===== config.mk =====
export PLATFORM = sky130hd
export DESIGN_NAME = renew_dispatch_queue
export DESIGN_NICKNAME = d
export VERILOG_FILES = /design/src/rtl/renew_dispatch_queue.sv
export SDC_FILE = /design/constraint.sdc
export NUM_CORES = 1
export LEC_CHECK = 0
export BUFFER_PORTS_ARGS = -buffer_cell sky130_fd_sc_hd__clkbuf_2
export CORE_MARGIN = 8
export CORE_UTILIZATION = 55
export DETAILED_ROUTE_END_ITERATION = 6
export GPL_TIMING_DRIVEN = 1
export PLACE_DENSITY = 0.8
export SKIP_LAST_GASP = 1
export SLEW_MARGIN = 20
export SYNTH_ARGS = -nofsm -noshare
export SYNTH_HDL_FRONTEND = slang
export SYNTH_SLANG_ARGS = --single-unit

===== constraint.sdc =====
create_clock -name clk -period 6.03 [get_ports clk]
set_clock_uncertainty 0.15 [all_clocks]
set_input_delay 1.206 -clock clk [delete_from_list [all_inputs] [get_ports clk]]
set_output_delay 1.206 -clock clk [all_outputs]
set_load 0.02 [all_outputs]

===== src/rtl/renew_dispatch_queue.sv =====
// In-order dispatch queue: buffers decoded instructions, stalls the head on register hazards and
// issues it to processor 1 or 2. Optional stall/dispatch counters are enabled by DISPATCH_STATS_EN.
module renew_dispatch_queue #(
  parameter int unsigned REGISTER_AMOUNT = 32,
  parameter int unsigned REG_CTN_WIDTH   = 5,
  parameter int unsigned INSTR_WIDTH     = 32,
  parameter int unsigned FIFO_DEPTH      = 4,
  parameter int unsigned GUARD_CYCLES    = 2
) (
  input  logic                         clk,
  input  logic                         rst_n,
  input  logic                         req_valid,
  output logic                         req_ready,
  input  logic [INSTR_WIDTH-1:0]       req_instr,
  input  logic [REG_CTN_WIDTH-1:0]     req_rd,
  input  logic [REG_CTN_WIDTH-1:0]     req_rs1,
  input  logic [REG_CTN_WIDTH-1:0]     req_rs2,
  input  logic [0:REGISTER_AMOUNT-1]   processing_register_table,
  input  logic                         processor_idle_1,
  input  logic                         processor_idle_2,
  input  logic                         sync_hold,
  output logic                         boot_renew_register_1,
  output logic                         boot_renew_register_2,
  output logic [REG_CTN_WIDTH-1:0]     register_num,
  output logic [INSTR_WIDTH-1:0]       instr_out,
  output logic [$clog2(FIFO_DEPTH):0]  queue_count,
`ifdef DISPATCH_STATS_EN
  output logic                         queue_empty,
  output logic [15:0]                  stall_hazard_cnt,
  output logic [15:0]                  stall_busy_cnt,
  output logic [15:0]                  dispatch_cnt
`else
  output logic                         queue_empty
`endif
);

  localparam int unsigned PTR_W = (FIFO_DEPTH > 1) ? $clog2(FIFO_DEPTH) : 1;
  localparam int unsigned CNT_W = $clog2(FIFO_DEPTH) + 1;
  localparam int unsigned GRD_W = (GUARD_CYCLES > 0) ? $clog2(GUARD_CYCLES + 1) : 1;

  logic [INSTR_WIDTH-1:0]   instr_mem [FIFO_DEPTH];
  logic [REG_CTN_WIDTH-1:0] rd_mem    [FIFO_DEPTH];
  logic [REG_CTN_WIDTH-1:0] rs1_mem   [FIFO_DEPTH];
  logic [REG_CTN_WIDTH-1:0] rs2_mem   [FIFO_DEPTH];

  logic [PTR_W-1:0] wr_ptr_q, rd_ptr_q;
  logic [CNT_W-1:0] count_q, count_d;
  logic [GRD_W-1:0] guard1_q, guard2_q, guard1_d, guard2_d;

  logic [INSTR_WIDTH-1:0]   head_instr;
  logic [REG_CTN_WIDTH-1:0] head_rd, head_rs1, head_rs2;
  logic empty, full, push, pop;
  logic hazard, blackout, avail1, avail2, dispatch;

  assign head_instr = instr_mem[rd_ptr_q];
  assign head_rd    = rd_mem[rd_ptr_q];
  assign head_rs1   = rs1_mem[rd_ptr_q];
  assign head_rs2   = rs2_mem[rd_ptr_q];

  assign queue_count = count_q;
  assign queue_empty = empty;
  assign req_ready   = ~full;

  always_comb begin
    empty  = (count_q == '0);
    full   = (count_q == CNT_W'(FIFO_DEPTH));
    push   = req_valid & ~full;
    // x0 is never tracked; ra is only tracked as a destination.
    hazard = ((head_rd  != '0) && processing_register_table[head_rd]) ||
             ((head_rs1 >  REG_CTN_WIDTH'(1)) && processing_register_table[head_rs1]) ||
             ((head_rs2 >  REG_CTN_WIDTH'(1)) && processing_register_table[head_rs2]);
    // The in-flight table lags a dispatch by one cycle, so skip the cycle after any pulse.
    blackout = boot_renew_register_1 | boot_renew_register_2;
    avail1   = (guard1_q == '0) & processor_idle_1;
    avail2   = (guard2_q == '0) & processor_idle_2;
    dispatch = ~empty & ~hazard & ~blackout & ~sync_hold & (avail1 | avail2);
    pop      = dispatch;

    count_d = count_q;
    unique case ({push, pop})
      2'b10:   count_d = count_q + CNT_W'(1);
      2'b01:   count_d = count_q - CNT_W'(1);
      default: count_d = count_q;
    endcase

    guard1_d = (guard1_q != '0) ? guard1_q - GRD_W'(1) : guard1_q;
    guard2_d = (guard2_q != '0) ? guard2_q - GRD_W'(1) : guard2_q;
    if (dispatch && avail1) begin
      guard1_d = GRD_W'(GUARD_CYCLES);
    end else if (dispatch) begin
      guard2_d = GRD_W'(GUARD_CYCLES);
    end
  end

  always_ff @(posedge clk) begin
    if (push) begin
      instr_mem[wr_ptr_q] <= req_instr;
      rd_mem[wr_ptr_q]    <= req_rd;
      rs1_mem[wr_ptr_q]   <= req_rs1;
      rs2_mem[wr_ptr_q]   <= req_rs2;
    end
  end

  always_ff @(posedge clk) begin
    if (!rst_n) begin
      wr_ptr_q              <= '0;
      rd_ptr_q              <= '0;
      count_q               <= '0;
      guard1_q              <= '0;
      guard2_q              <= '0;
      boot_renew_register_1 <= 1'b0;
      boot_renew_register_2 <= 1'b0;
      register_num          <= '0;
      instr_out             <= '0;
    end else begin
      count_q               <= count_d;
      guard1_q              <= guard1_d;
      guard2_q              <= guard2_d;
      boot_renew_register_1 <= dispatch & avail1;
      boot_renew_register_2 <= dispatch & ~avail1;
      if (push) begin
        wr_ptr_q <= wr_ptr_q + PTR_W'(1);
      end
      if (pop) begin
        rd_ptr_q     <= rd_ptr_q + PTR_W'(1);
        register_num <= head_rd;
        instr_out    <= head_instr;
      end
    end
  end

`ifdef DISPATCH_STATS_EN
  always_ff @(posedge clk) begin
    if (!rst_n) begin
      stall_hazard_cnt <= '0;
      stall_busy_cnt   <= '0;
      dispatch_cnt     <= '0;
    end else begin
      if (!empty && hazard && stall_hazard_cnt != 16'hFFFF) begin
        stall_hazard_cnt <= stall_hazard_cnt + 16'd1;
      end
      if (!empty && !hazard && !(avail1 || avail2) && stall_busy_cnt != 16'hFFFF) begin
        stall_busy_cnt <= stall_busy_cnt + 16'd1;
      end
      if (dispatch && dispatch_cnt != 16'hFFFF) begin
        dispatch_cnt <= dispatch_cnt + 16'd1;
      end
    end
  end
`endif

endmodule


Word-level counts from Yosys, hierarchy flattened
Memories as Yosys holds them, arrays and structs flattened. A register that Yosys moved wholly into a read port is not among the register bits.
Cells that the tools add are included.

cells by class
  $add $sub $neg = 6
  $lt $le $gt $ge = 5
  equal/unequal tests = 3
  muxes and demuxes = 23
  bitwise operators = 21
  reductions and logical operators = 16

operator list
  kind                                                            count
  two-way mux 2 bit                                               11
  >= comparator 6 bit (second input constant)                     3
  inverter 5 -> 6 bit                                             3
  binary-select mux 1 bit (select 5 bit)                          3
  greater-than comparator 5 x 1 -> 1 bit (second input constant)  2
  bitwise AND 1 bit                                               9
  two-way mux 1 bit                                               8
  nonzero test 2 bit                                              4
  inverter 1 bit                                                  7
  one-hot mux 3 bit (2 select lines)                              1
  nonzero test 5 bit                                              1
  adder 2 x 1 -> 2 bit (second input constant)                    2
  logical AND 1 bit                                               4
  logical NOT 2 bit                                               2
  subtractor 2 x 1 -> 2 bit (second input constant)               2
  adder 3 x 1 -> 3 bit (second input constant)                    1
  equality test 3 bit (second input constant)                     1
  logical NOT 3 bit                                               1
  subtractor 3 x 1 -> 3 bit (second input constant)               1
  equality test 2 x 1 -> 1 bit (second input constant)            1
  equality test 2 bit (second input constant)                     1
  logical OR 1 bit                                                2
  OR 1 bit                                                        2
  OR reduction 2 bit                                              1
  logical NOT 1 bit                                               1

storage, ports and cells
  bits in registers = 18
  memory bits (writable) = 188
  bits of input ports = 85
  output and inout bits = 44
  word-level logic and storage cells = 87
  memories kept = 4

memories
  name       depth  bits a word  rd ports  clocked after Yosys merged registers in  write ports  RTL line  source
  instr_mem  4      32           1         1                                        1            41        logic [INSTR_WIDTH-1:0] instr_mem [FIFO_DEPTH];
  rd_mem     4      5            1         1                                        1            42        logic [REG_CTN_WIDTH-1:0] rd_mem [FIFO_DEPTH];
  rs1_mem    4      5            1         1                                        1            43        logic [REG_CTN_WIDTH-1:0] rs1_mem [FIFO_DEPTH];
  rs2_mem    4      5            1         1                                        1            44        logic [REG_CTN_WIDTH-1:0] rs2_mem [FIFO_DEPTH];

Depth between registers and ports, before layout
Gate-level depths: netlist of the first run.

  depth in word-level cells = 14
  mapped depth = 18
  depth with buffers taken out = 13

Least setup slack after synthesis of the first run
Ideal clock, no wire load.

  path kind = in2reg
  start = input port processing_register_table[13] (netlist name)
  end = register count_q[2] (netlist: queue_count[2])
  library setup time = 0.071 ns
  arrival = 4.128 ns
  data required time = 5.809 ns
  slack = 1.681 ns
  cell stages on the path = 14
  buffers on the path = 2
  path through = mux4_1 mux2_2 nand3b_1 nand4_2 nor4_4 and3b_1 buf_6 buf_12 ha_1 inv_1 fa_1 xor2_1 or3_1 a21oi_1

on the way
  cells in the longest elaborated chain, start to end = 13
  elaborated cells between the ends (all ways) = 23
  classes of those cells = eq/ne: 2; mux: 10; bitwise: 5; reduce/logical: 6

ends and longest elaborated chain
  element                                                                   RTL line  source
  start: declaration                                                        18        input logic [0:REGISTER_AMOUNT-1] processing_register_table,
  binary-select mux 1 bit (select 5 bit) (on tied branches)                 69, 70
  two-way mux 1 bit (on tied branches) (2 in series)                        69, 70
  logical AND 1 bit (on tied branches)                                      69, 70
  logical OR 1 bit                                                          69        hazard = ((head_rd != '0) && processing_register_table[head_rd]) ||
  logical OR 1 bit *                                                        70        ((head_rs1 > REG_CTN_WIDTH'(1)) && processing_register_table[head_rs1]) ||
  inverter 1 bit *                                                          76        dispatch = ~empty & ~hazard & ~blackout & ~sync_hold & (avail1 | avail2);
  bitwise AND 1 bit * (4 in series)                                         76
  via dispatch                                                              53        logic hazard, blackout, avail1, avail2, dispatch;
  equality test 2 x 1 -> 1 bit or equality test 2 bit (tied branches)       80        unique case ({push, pop})
  one-hot mux 3 bit (2 select lines) or nonzero test 2 bit (tied branches)  --
  end signal: assignment                                                    116       count_q <= count_d;
  end: declaration                                                          47        logic [CNT_W-1:0] count_q, count_d;

The timed path passes the listed nets; every way through them passes the cells marked *. The select of a mux whose other input is x is not followed.
A chain may end at the register's enable or synchronous reset.

==> results by stage, run 1 <==
Global route:
- The pin count of the biggest net entering global routing is 68.
- The overflow left after global routing is 0.
- Global routing used 18.6% of the available tracks across all layers.
- The number of antenna violations at the first check in global routing is 1.
- The via count of the first global-routing pass is ~6,000.
- The first global-routing pass estimated 32,700 um of wire.

Layout:
- After the last flow step, the layout net total stands at around 820.
- The fraction of final layout cells with drive strength greater than 1 is between 30% and 40%.
- The final standard cell area without fillers is 11,500 um2.
- In the layout the commonest cells are sky130_fd_sc_hd__edfxtp_1, sky130_fd_sc_hd__clkbuf_2, sky130_fd_sc_hd__nand2_1, sky130_fd_sc_hd__mux2i_1, sky130_fd_sc_hd__dfxtp_1.
- The fill cell total of the finished layout is 1,272.
- The antenna diode count is 0.
- The finished layout holds 974 standard cells, fillers aside.
- The area overhead of the layout relative to synthesis is 15.1%.
- The library cell used most frequently in the layout, excluding fill and tap cells, is sky130_fd_sc_hd__edfxtp_1.

Die:
- The overall die area is approximately 23,000 um2.
- The top-level port count is roughly 130.
- The horizontal die dimension is between 150 and 200 um.
- The initial core utilization is a little under three fifths.
- The die is around 150 um tall.
- In this run the core area contains 49 standard-cell rows.
- The floorplan step defined a core boundary enclosing 17,900 um2.

STA:
- Setup repair after global routing left no endpoint under its margin.
- The clock period could shrink to around 4.8 ns.
- The slew of the pin with the lowest slew margin is approximately 0.93 ns.
- The final critical path takes up approximately four fifths of the cycle.
- The worst slew slack as a fraction of its limit is 38.0%.
- The max-slew violation count was 0.
- The hold violation count in the final report came to 0.
- The setup total negative slack is 0 ns.
- Based on the critical path, the design can be clocked at up to 0.210 GHz.
- The total setup violations reported at the end of the flow is 0.

Hold path:
- In this run the worst hold path is classified as reg2reg.
- The startpoint identified for the worst hold timing path is guard1_q[0].

Setup path:
- The sort of element at the end of the critical path is a flop.
- The worst setup path category is reg2reg.
- Across all register-to-register paths, the minimum setup slack is between 1 and 1.5 ns.
- For the worst setup path, the data required time is 6.32 ns.
- STA classifies the critical path startpoint as a flop.
- The critical-path maximum fanout is 11.
- For the worst setup path, the data arrival time is about 5.1 ns.

Clock tree:
- No sink is reached through more buffers than the 3 on the longest clock path.
- The later pin in the worst-skew pair is clocked with a latency of roughly 0.53 ns.
- In this run, post-CTS hold repair placed 0 buffers.
- The register clock-pin slew on the reported worst setup and hold paths is 0.06 ns.
- CTS built an H-tree with a depth of 1.
- After clock tree synthesis, the repair step resized 0 gates.
- The clock tree from TritonCTS is yes.
- The number of buffers added for setup after CTS is 0.
- The sink count of the clock tree is 240.
- The TritonCTS buffer count is 25.
- The tree is rooted in a sky130_fd_sc_hd__clkbuf_16.

Synthesis:
- Counting every net in the synthesized netlist gives about 700.
- In the synthesized netlist the dominant register cell turns out to be sky130_fd_sc_hd__edfxtp_1.
- The netlist area before placement is 10,000 um2.
- The flip-flop and latch count after synthesis is 240.
- The cell type with the highest aggregate area in the netlist is sky130_fd_sc_hd__edfxtp_1.
- Each instance of the synthesized netlist takes up on average between 15 and 20 um2.
- In the post-synthesis netlist, the biggest area contributors are sky130_fd_sc_hd__edfxtp_1, sky130_fd_sc_hd__dfxtp_1, sky130_fd_sc_hd__mux4_2.
- Yosys mapped a number of flops with a built-in enable equal to between 150 and 200.
- The fraction of registers with async set or reset after synthesis is 0%.
- The count of unique library cells instantiated by Yosys is 49.
- The count of warnings emitted by yosys is 0.
- The post-synthesis cell count is approximately 600.
- The sequential fraction of the synthesis area is 66.8%.
- The share of the synthesized area in the top cell type is a little under three fifths.

Run status:
- The run finished with clean final reports.

Pwr:
- The proportion of total power due to net switching is between 20% and 30%.
- IR analysis of the VDD net gives a maximum drop of between 200 and 300 uV.
- The power dissipated by switching net loads is between 0.0008 and 0.0009 W.
- The internal power of the cells is about 0.0029 W.
- The power density relative to cell area is ~330 nW/um2.
- The leakage power is just over 4 nW.
- The share of power burned in the clock network is between 40 and 50%.
- In this run, flip-flops and latches consume about 50% of the power.
- The part of the power in combinational logic is 9.8%.

Place:
- Counting tap cells, the placed design contains a total of between 900 and 1,000 instances.
- The congestion estimate from routability-driven global placement came to around 0.9.
- In this run the tool buffered the top-level ports with 127 buffer cells.
- The total placed instance area is about 11,000 um2.
- Once detailed placement completed, the half-perimeter wirelength came to about 14,000 um.

Route:
- The number of antenna-violating nets in the routed design is 0.
- The violation count after the first detailed-routing iteration is between 200 and 300.
- The total detailed-routing wirelength is 21,300 um.
- The wire length per cell after detailed routing is between 20 and 25 um.
- The overall via count from detail_route is around 5,600.
- After detailed routing, the number of vias per cell comes to between 5 and 6.
- The first detailed-routing pass took 6 iterations.
- The detailed-route DRC error count is 0.

Flow run:
- The number of violations of the max-capacitance limit is 0.
[registers in the layout, summed over array words and instances (netlist names), named ones only]
| name | flops |
|---|---|
| guard1_q | 2 |
| rs2_mem | 20 |
| rs1_mem | 20 |
| register_num | 5 |
| wr_ptr_q | 2 |
| boot_renew_register_2 | 1 |
| guard2_q | 2 |
| boot_renew_register_1 | 1 |
| rd_mem | 20 |
| instr_out | 32 |
| queue_count | 3 |
| instr_mem | 128 |
| rd_ptr_q | 2 |
[worst max-delay path, cell delays in order (launching register included)]
cell and delay (ns):
sky130_fd_sc_hd__dfxtp_1 0.78, sky130_fd_sc_hd__mux4_1 0.97, sky130_fd_sc_hd__mux4_4 0.53, sky130_fd_sc_hd__o211ai_2 0.18
sky130_fd_sc_hd__nand4_2 0.14, sky130_fd_sc_hd__nor4_4 0.44, sky130_fd_sc_hd__and3b_2 0.26, sky130_fd_sc_hd__ha_1 0.18
sky130_fd_sc_hd__inv_1 0.06, sky130_fd_sc_hd__fa_1 0.37, sky130_fd_sc_hd__xor2_1 0.15, sky130_fd_sc_hd__or3_1 0.31
sky130_fd_sc_hd__a21oi_1 0.15
[synth_stat cells, types with 3 or more instances]
library cell                      n
sky130_fd_sc_hd__edfxtp_1       188
sky130_fd_sc_hd__nand2_1         88
sky130_fd_sc_hd__mux2i_1         80
sky130_fd_sc_hd__dfxtp_1         52
sky130_fd_sc_hd__mux4_2          46
sky130_fd_sc_hd__nor2_1          12
sky130_fd_sc_hd__a21oi_1         11
sky130_fd_sc_hd__inv_1           11
sky130_fd_sc_hd__buf_6            7
sky130_fd_sc_hd__clkbuf_1         7
sky130_fd_sc_hd__dlygate4sd3_1    7
sky130_fd_sc_hd__a22oi_1          6
sky130_fd_sc_hd__and3_1           6
sky130_fd_sc_hd__ha_1             5
sky130_fd_sc_hd__nor2b_1          5
sky130_fd_sc_hd__and2_1           4
sky130_fd_sc_hd__buf_12           4
sky130_fd_sc_hd__buf_2            4
sky130_fd_sc_hd__buf_4            4
sky130_fd_sc_hd__mux2_2           4
sky130_fd_sc_hd__mux4_1           4
sky130_fd_sc_hd__nand3_1          4
sky130_fd_sc_hd__nor3b_1          4
sky130_fd_sc_hd__nand2b_1         3
sky130_fd_sc_hd__nor3_1           3
sky130_fd_sc_hd__o21ai_0          3
[final timing paths]
kind	to	cells past startpoint
worst max-delay path	queue_count[2]	12
worst min-delay path	guard1_q[0]	1
worst max register to register	queue_count[2]	12
worst min register to register	guard1_q[0]	1
[power by group through the flow]
stage / logic [W] / registers, W / clock network (W)
5_1_grt: 0.000402 / 0.00190 / 0.00162
3_3_place_gp: 0.000360 / 0.00192 / 0
2_1_floorplan: 0.000254 / 0.00193 / 0
4_1_cts: 0.000375 / 0.00190 / 0.00155
6_report: 0.000371 / 0.00189 / 0.00153
3_5_place_dp: 0.000372 / 0.00193 / 0
[per-layer routing]
| layer | vias to the layer above | global-route usage (%) | share of wire, % | routed length, um |
|---|---|---|---|---|
| li1 | 2560 | - | - | - |
| met1 | 2856 | 22.1 | 39 | 8340 |
| met2 | 183 | 32.5 | 51 | 10800 |
| met3 | 37 | 4.72 | 7.9 | 1670 |
| met5 | - | 0 | 0.052 | 11 |
| met4 | 2 | 5.54 | 2.2 | 461 |
[cell families after synthesis]
family          count (synthesis)  synth area share (%)
mux                           135                  20.1
flops                         240                  66.8
xor+xnor                        3                 0.263
compound gates                 31                  2.10
fa+ha+maj                       6                 0.825
buf+inv                        46                  3.54
simple gates                  138                  6.39
[layout make-up]
class                           count  area (um2)  share of cell area [%]
Multi-Input combinational cell    313        2980                    25.8
Clock buffer                       32         662                    5.74
Timing Repair Buffer              135         696                    6.04
Clock inverter                     14         171                    1.49
Sequential cell                   240        6690                    58.1
Inverter                           11        41.3                   0.358
Tap cell                          229         287                    2.49
[stage by stage]
| stage | total power (W) | setup slack [ns] | hold WS, ns | utilization (%) |
|---|---|---|---|---|
| 2_1_floorplan | 0.00219 | 1.68 | 0.272 | - |
| 3_3_place_gp | 0.00228 | 1.29 | 0.281 | 59.7 |
| 3_5_place_dp | 0.00230 | 1.23 | 0.292 | 59.7 |
| 4_1_cts | 0.00382 | 1.22 | 0.303 | 64.4 |
| 5_1_grt | 0.00393 | 0.999 | 0.325 | 64.4 |
| 6_report | 0.00380 | 1.27 | 0.304 | 64.4 |
(Power assumes the default switching activity.)
==> run 2: changes to the inputs <==
--- a/config.mk
+++ b/config.mk
@@ -7,7 +7,7 @@
 export LEC_CHECK = 0
 export BUFFER_PORTS_ARGS = -buffer_cell sky130_fd_sc_hd__clkbuf_2
 export CORE_MARGIN = 8
-export CORE_UTILIZATION = 55
+export CORE_UTILIZATION = 52
 export DETAILED_ROUTE_END_ITERATION = 6
 export GPL_TIMING_DRIVEN = 1
 export PLACE_DENSITY = 0.8
==> constraint.sdc (replaced) <==
create_clock -name clk -period 4 [get_ports clk]
set_clock_uncertainty 0.15 [all_clocks]
set_input_delay 0.8 -clock clk [delete_from_list [all_inputs] [get_ports clk]]
set_output_delay 0.8 -clock clk [all_outputs]
set_load 0.02 [all_outputs]
==> run 2 against run 1 <==
Net effect: global-route usage is 0.71 points lower; combinational power is 63% higher; critical path depth is 4 higher; die area is 5.1% higher; first-iteration DRC count is 16% higher; critical endpoint unchanged; fmax is 21% higher; flip-flop and latch count stayed put; count of clock-buffer cells in the layout is 1 higher; wire length is 1.8% higher; highest routed layer is now met4; non-clock buffer count is 25 higher.
==> results by stage, run 2 (synthesis gave the netlist of run 1 again) <==
Run status:
- The run finished with clean final reports.

STA:
- The worst pin sits at a relative slew slack of ~34%.
- The hold violation count in the final report is 0.
- Setup repair after global routing could not meet its margin everywhere.
- The slew of the pin with the lowest slew margin is between 0.9 and 1 ns.
- The slack of the critical path is between 0.08 and 0.09 ns.
- For the final routed database, the setup TNS stands at 0 ns.
- The top achievable clock speed is approximately 0.26 GHz.
- The max-slew violation count came to 0.
- Across all hold checks on the routed design, the worst slack comes to 0.298 ns.
- Of the available clock period, the critical path in the final layout requires ~100%.
- The routed design could run at a clock period as short as 3.92 ns.
- Setup violations remaining at the end of the flow were counted as 0.

Layout:
- At the end of the flow, the number of nets in the layout was about 840.
- In the layout the commonest cells are sky130_fd_sc_hd__edfxtp_1, sky130_fd_sc_hd__clkbuf_2, sky130_fd_sc_hd__nand2_1, sky130_fd_sc_hd__mux2i_1, sky130_fd_sc_hd__mux4_2.
- The fraction of final layout cells with drive strength greater than 1 is 35.2%.
- The register with the most flip-flops in the layout has around 130 of them.
- instr_mem holds more flip-flops than any other register.
- In the final layout, the registers with the most flip-flops are instr_mem: 128 flops, instr_out: 32 flops.
- The fill cell total of the finished layout is ~1,400.
- Leaving out fill and tap cells, the most frequent cell in the layout is sky130_fd_sc_hd__edfxtp_1.
- The final standard cell area without fillers is 11,800 um2.
- 0 antenna diodes ended up in the layout.
- The area overhead of the layout relative to synthesis is 18.0%.

Global route:
- Entering global routing, the biggest net connects between 40 and 50 pins.
- The via count of the first global-routing pass is between 6,000 and 7,000.
- The overflow left after global routing is 0.
- The global-route usage over all layers is between 10% and 20%.
- The first global-routing pass estimated 33,500 um of wire.
- The number of antenna violations at the first check in global routing came to 0.

Pwr:
- The maximum vdd ir drop is roughly 450 uV.
- The power dissipated by switching net loads is between 0.001 and 0.0015 W.
- The proportion of total power due to net switching is a little under a quarter.
- The power density relative to cell area is slightly below 500 nW/um2.
- The leakage power is 4.27 nW.
- In this run, the clock network consumes between 40% and 50% of the power.
- The final total power is around 0.0058 W.
- Internal power comes to approximately 0.0045 W.
- The portion of total power attributed to sequential cells is between 40% and 50%.
- The part of the power in combinational logic is between 10% and 20%.

Die:
- The initial core utilization is between 50% and 60%.
- The overall die area is 23,900 um2.
- The die height is ~150 um.
- The core box area is between 15,000 and 20,000 um2.
- The horizontal die dimension is 155 um.
- The top-level port count is 129.
- The floorplan has 50 rows.

Setup path:
- The data required time at the worst endpoint is 4.30 ns.
- STA puts the critical path data arrival time at approximately 4.2 ns.
- The startpoint class of the critical path is a flop.
- The sort of element at the end of the critical path is a flop.
- The setup path with the least slack is of type reg2reg.
- The critical-path maximum fanout is 8.

Clock tree:
- Buffers inserted during clock tree synthesis total 25.
- The maximum buffer depth of the clock tree is 3.
- The worst-skew pair later-pin latency is 0.53 ns.
- CTS saw between 200 and 250 sinks.
- The cell at the root of the clock tree is sky130_fd_sc_hd__clkbuf_16.
- The number of H-tree levels is 1.
- After clock tree synthesis, the clock-pin slew on the worst setup and hold paths is about 0.060 ns.
- The clock tree from TritonCTS is yes.

Route:
- The number of optimization iterations in the first detailed-route pass is 5.
- The detailed-route DRC error count is 0.
- Once detail routing completed, the nets flagged for antenna violations numbered 0.
- The wire length per cell after detailed routing is roughly 21 um.
- The violation count after the first detailed-routing iteration is approximately 300.
- After detailed routing, the number of vias per cell comes to approximately 5.6.
- The total detailed-routing wirelength is between 20,000 and 25,000 um.
- The detailed router placed 5,744 vias in this run.

Hold path:
- The type of the worst min-delay path is reg2reg.

Place:
- Summed over all nets, the half-perimeter wirelength after detailed placement is around 14,000 um.
- The congestion estimate from routability-driven global placement came to 0.904.
- The post-placement worst setup slack is -0.0246 ns.
- The count of input and output buffers is roughly 130.
- The total placed instance area is 10,900 um2.

Flow run:
- The tool flagged a number of max-cap violations equal to 0.
==> run 2: cell types whose count changed in the layout (fill, tap and decap cells not counted), moves of 2 or more <==
cell / change
sky130_fd_sc_hd__buf_6: +2
sky130_fd_sc_hd__a21oi_2: +2
sky130_fd_sc_hd__clkinvlp_4: -2
sky130_fd_sc_hd__clkbuf_1: -2
sky130_fd_sc_hd__a21oi_1: -2
sky130_fd_sc_hd__mux4_2: +4
sky130_fd_sc_hd__mux4_1: -4
sky130_fd_sc_hd__clkbuf_8: +3
sky130_fd_sc_hd__buf_4: +21
==> run 2: worst paths after layout <==
check | start | end | slack (ns) | depth (start not counted)
worst max-delay path | flop | queue_count[2] | 0.08 | 16
worst min-delay path | guard2_q[0] | guard2_q[0] | 0.30 | 1
worst max register to register | flop | queue_count[2] | 0.08 | 16
worst min register to register | guard2_q[0] | guard2_q[0] | 0.30 | 1
==> run 2: critical path: stages, from the launching register on <==
cell,delay (ns)
sky130_fd_sc_hd__dfxtp_4,0.39
sky130_fd_sc_hd__buf_6,0.11
sky130_fd_sc_hd__mux4_2,0.51
sky130_fd_sc_hd__buf_8,0.16
sky130_fd_sc_hd__buf_4,0.14
sky130_fd_sc_hd__mux2i_1,0.16
sky130_fd_sc_hd__mux2i_1,0.12
sky130_fd_sc_hd__mux2i_1,0.16
sky130_fd_sc_hd__o21ai_0,0.16
sky130_fd_sc_hd__nor4_4,0.33
sky130_fd_sc_hd__and3b_2,0.28
sky130_fd_sc_hd__ha_4,0.14
sky130_fd_sc_hd__inv_1,0.04
sky130_fd_sc_hd__fa_2,0.33
sky130_fd_sc_hd__xor2_1,0.15
sky130_fd_sc_hd__or3_1,0.38
sky130_fd_sc_hd__a21oi_2,0.13
==> run 2: power groups by stage <==
stage / clock network (W) / logic [W] / registers [W]
floorplan: 0 / 0.000388 / 0.00292
global placement: 0 / 0.000565 / 0.00290
finish: 0.00232 / 0.000605 / 0.00286
global route: 0.00245 / 0.000658 / 0.00287
detailed placement: 0 / 0.000583 / 0.00291
CTS: 0.00236 / 0.000589 / 0.00286
==> run 2: what timing repair did <==
action                                  4_1_cts  5_1_grt
endpoints found under the setup margin        1        1
setup buffers                                 0        7
pin swaps                                     0        6
hold buffers                                  0        0
cloned                                        0        0
resized for setup                             2       15
==> run 2: per-stage QoR <==
stage          utilization [%]  cells
5_1_grt                   62.7   1030
2_1_floorplan                -    599
6_report                  62.7   1030
4_1_cts                   62.3   1023
3_3_place_gp              57.8    977
3_5_place_dp              57.8    977
==> run 2: routing by layer <==
layer	up-vias	wire length, um	track usage, %
met5	-	0	0
met4	0	445	4.29
met3	37	1510	4.37
met2	188	11000	31.4
met1	2907	8670	21.7
li1	2612	-	-
==> run 2: area by class of cell <==
cell class	instances	area, um2	area share [%]
clock buffers	33	696	5.89
repair buffers	160	911	7.71
clock inverters	13	150	1.27
flip-flops and latches	240	6690	56.7
multi-input cells	313	3000	25.4
inverters	11	41.3	0.350
well taps	260	325	2.75
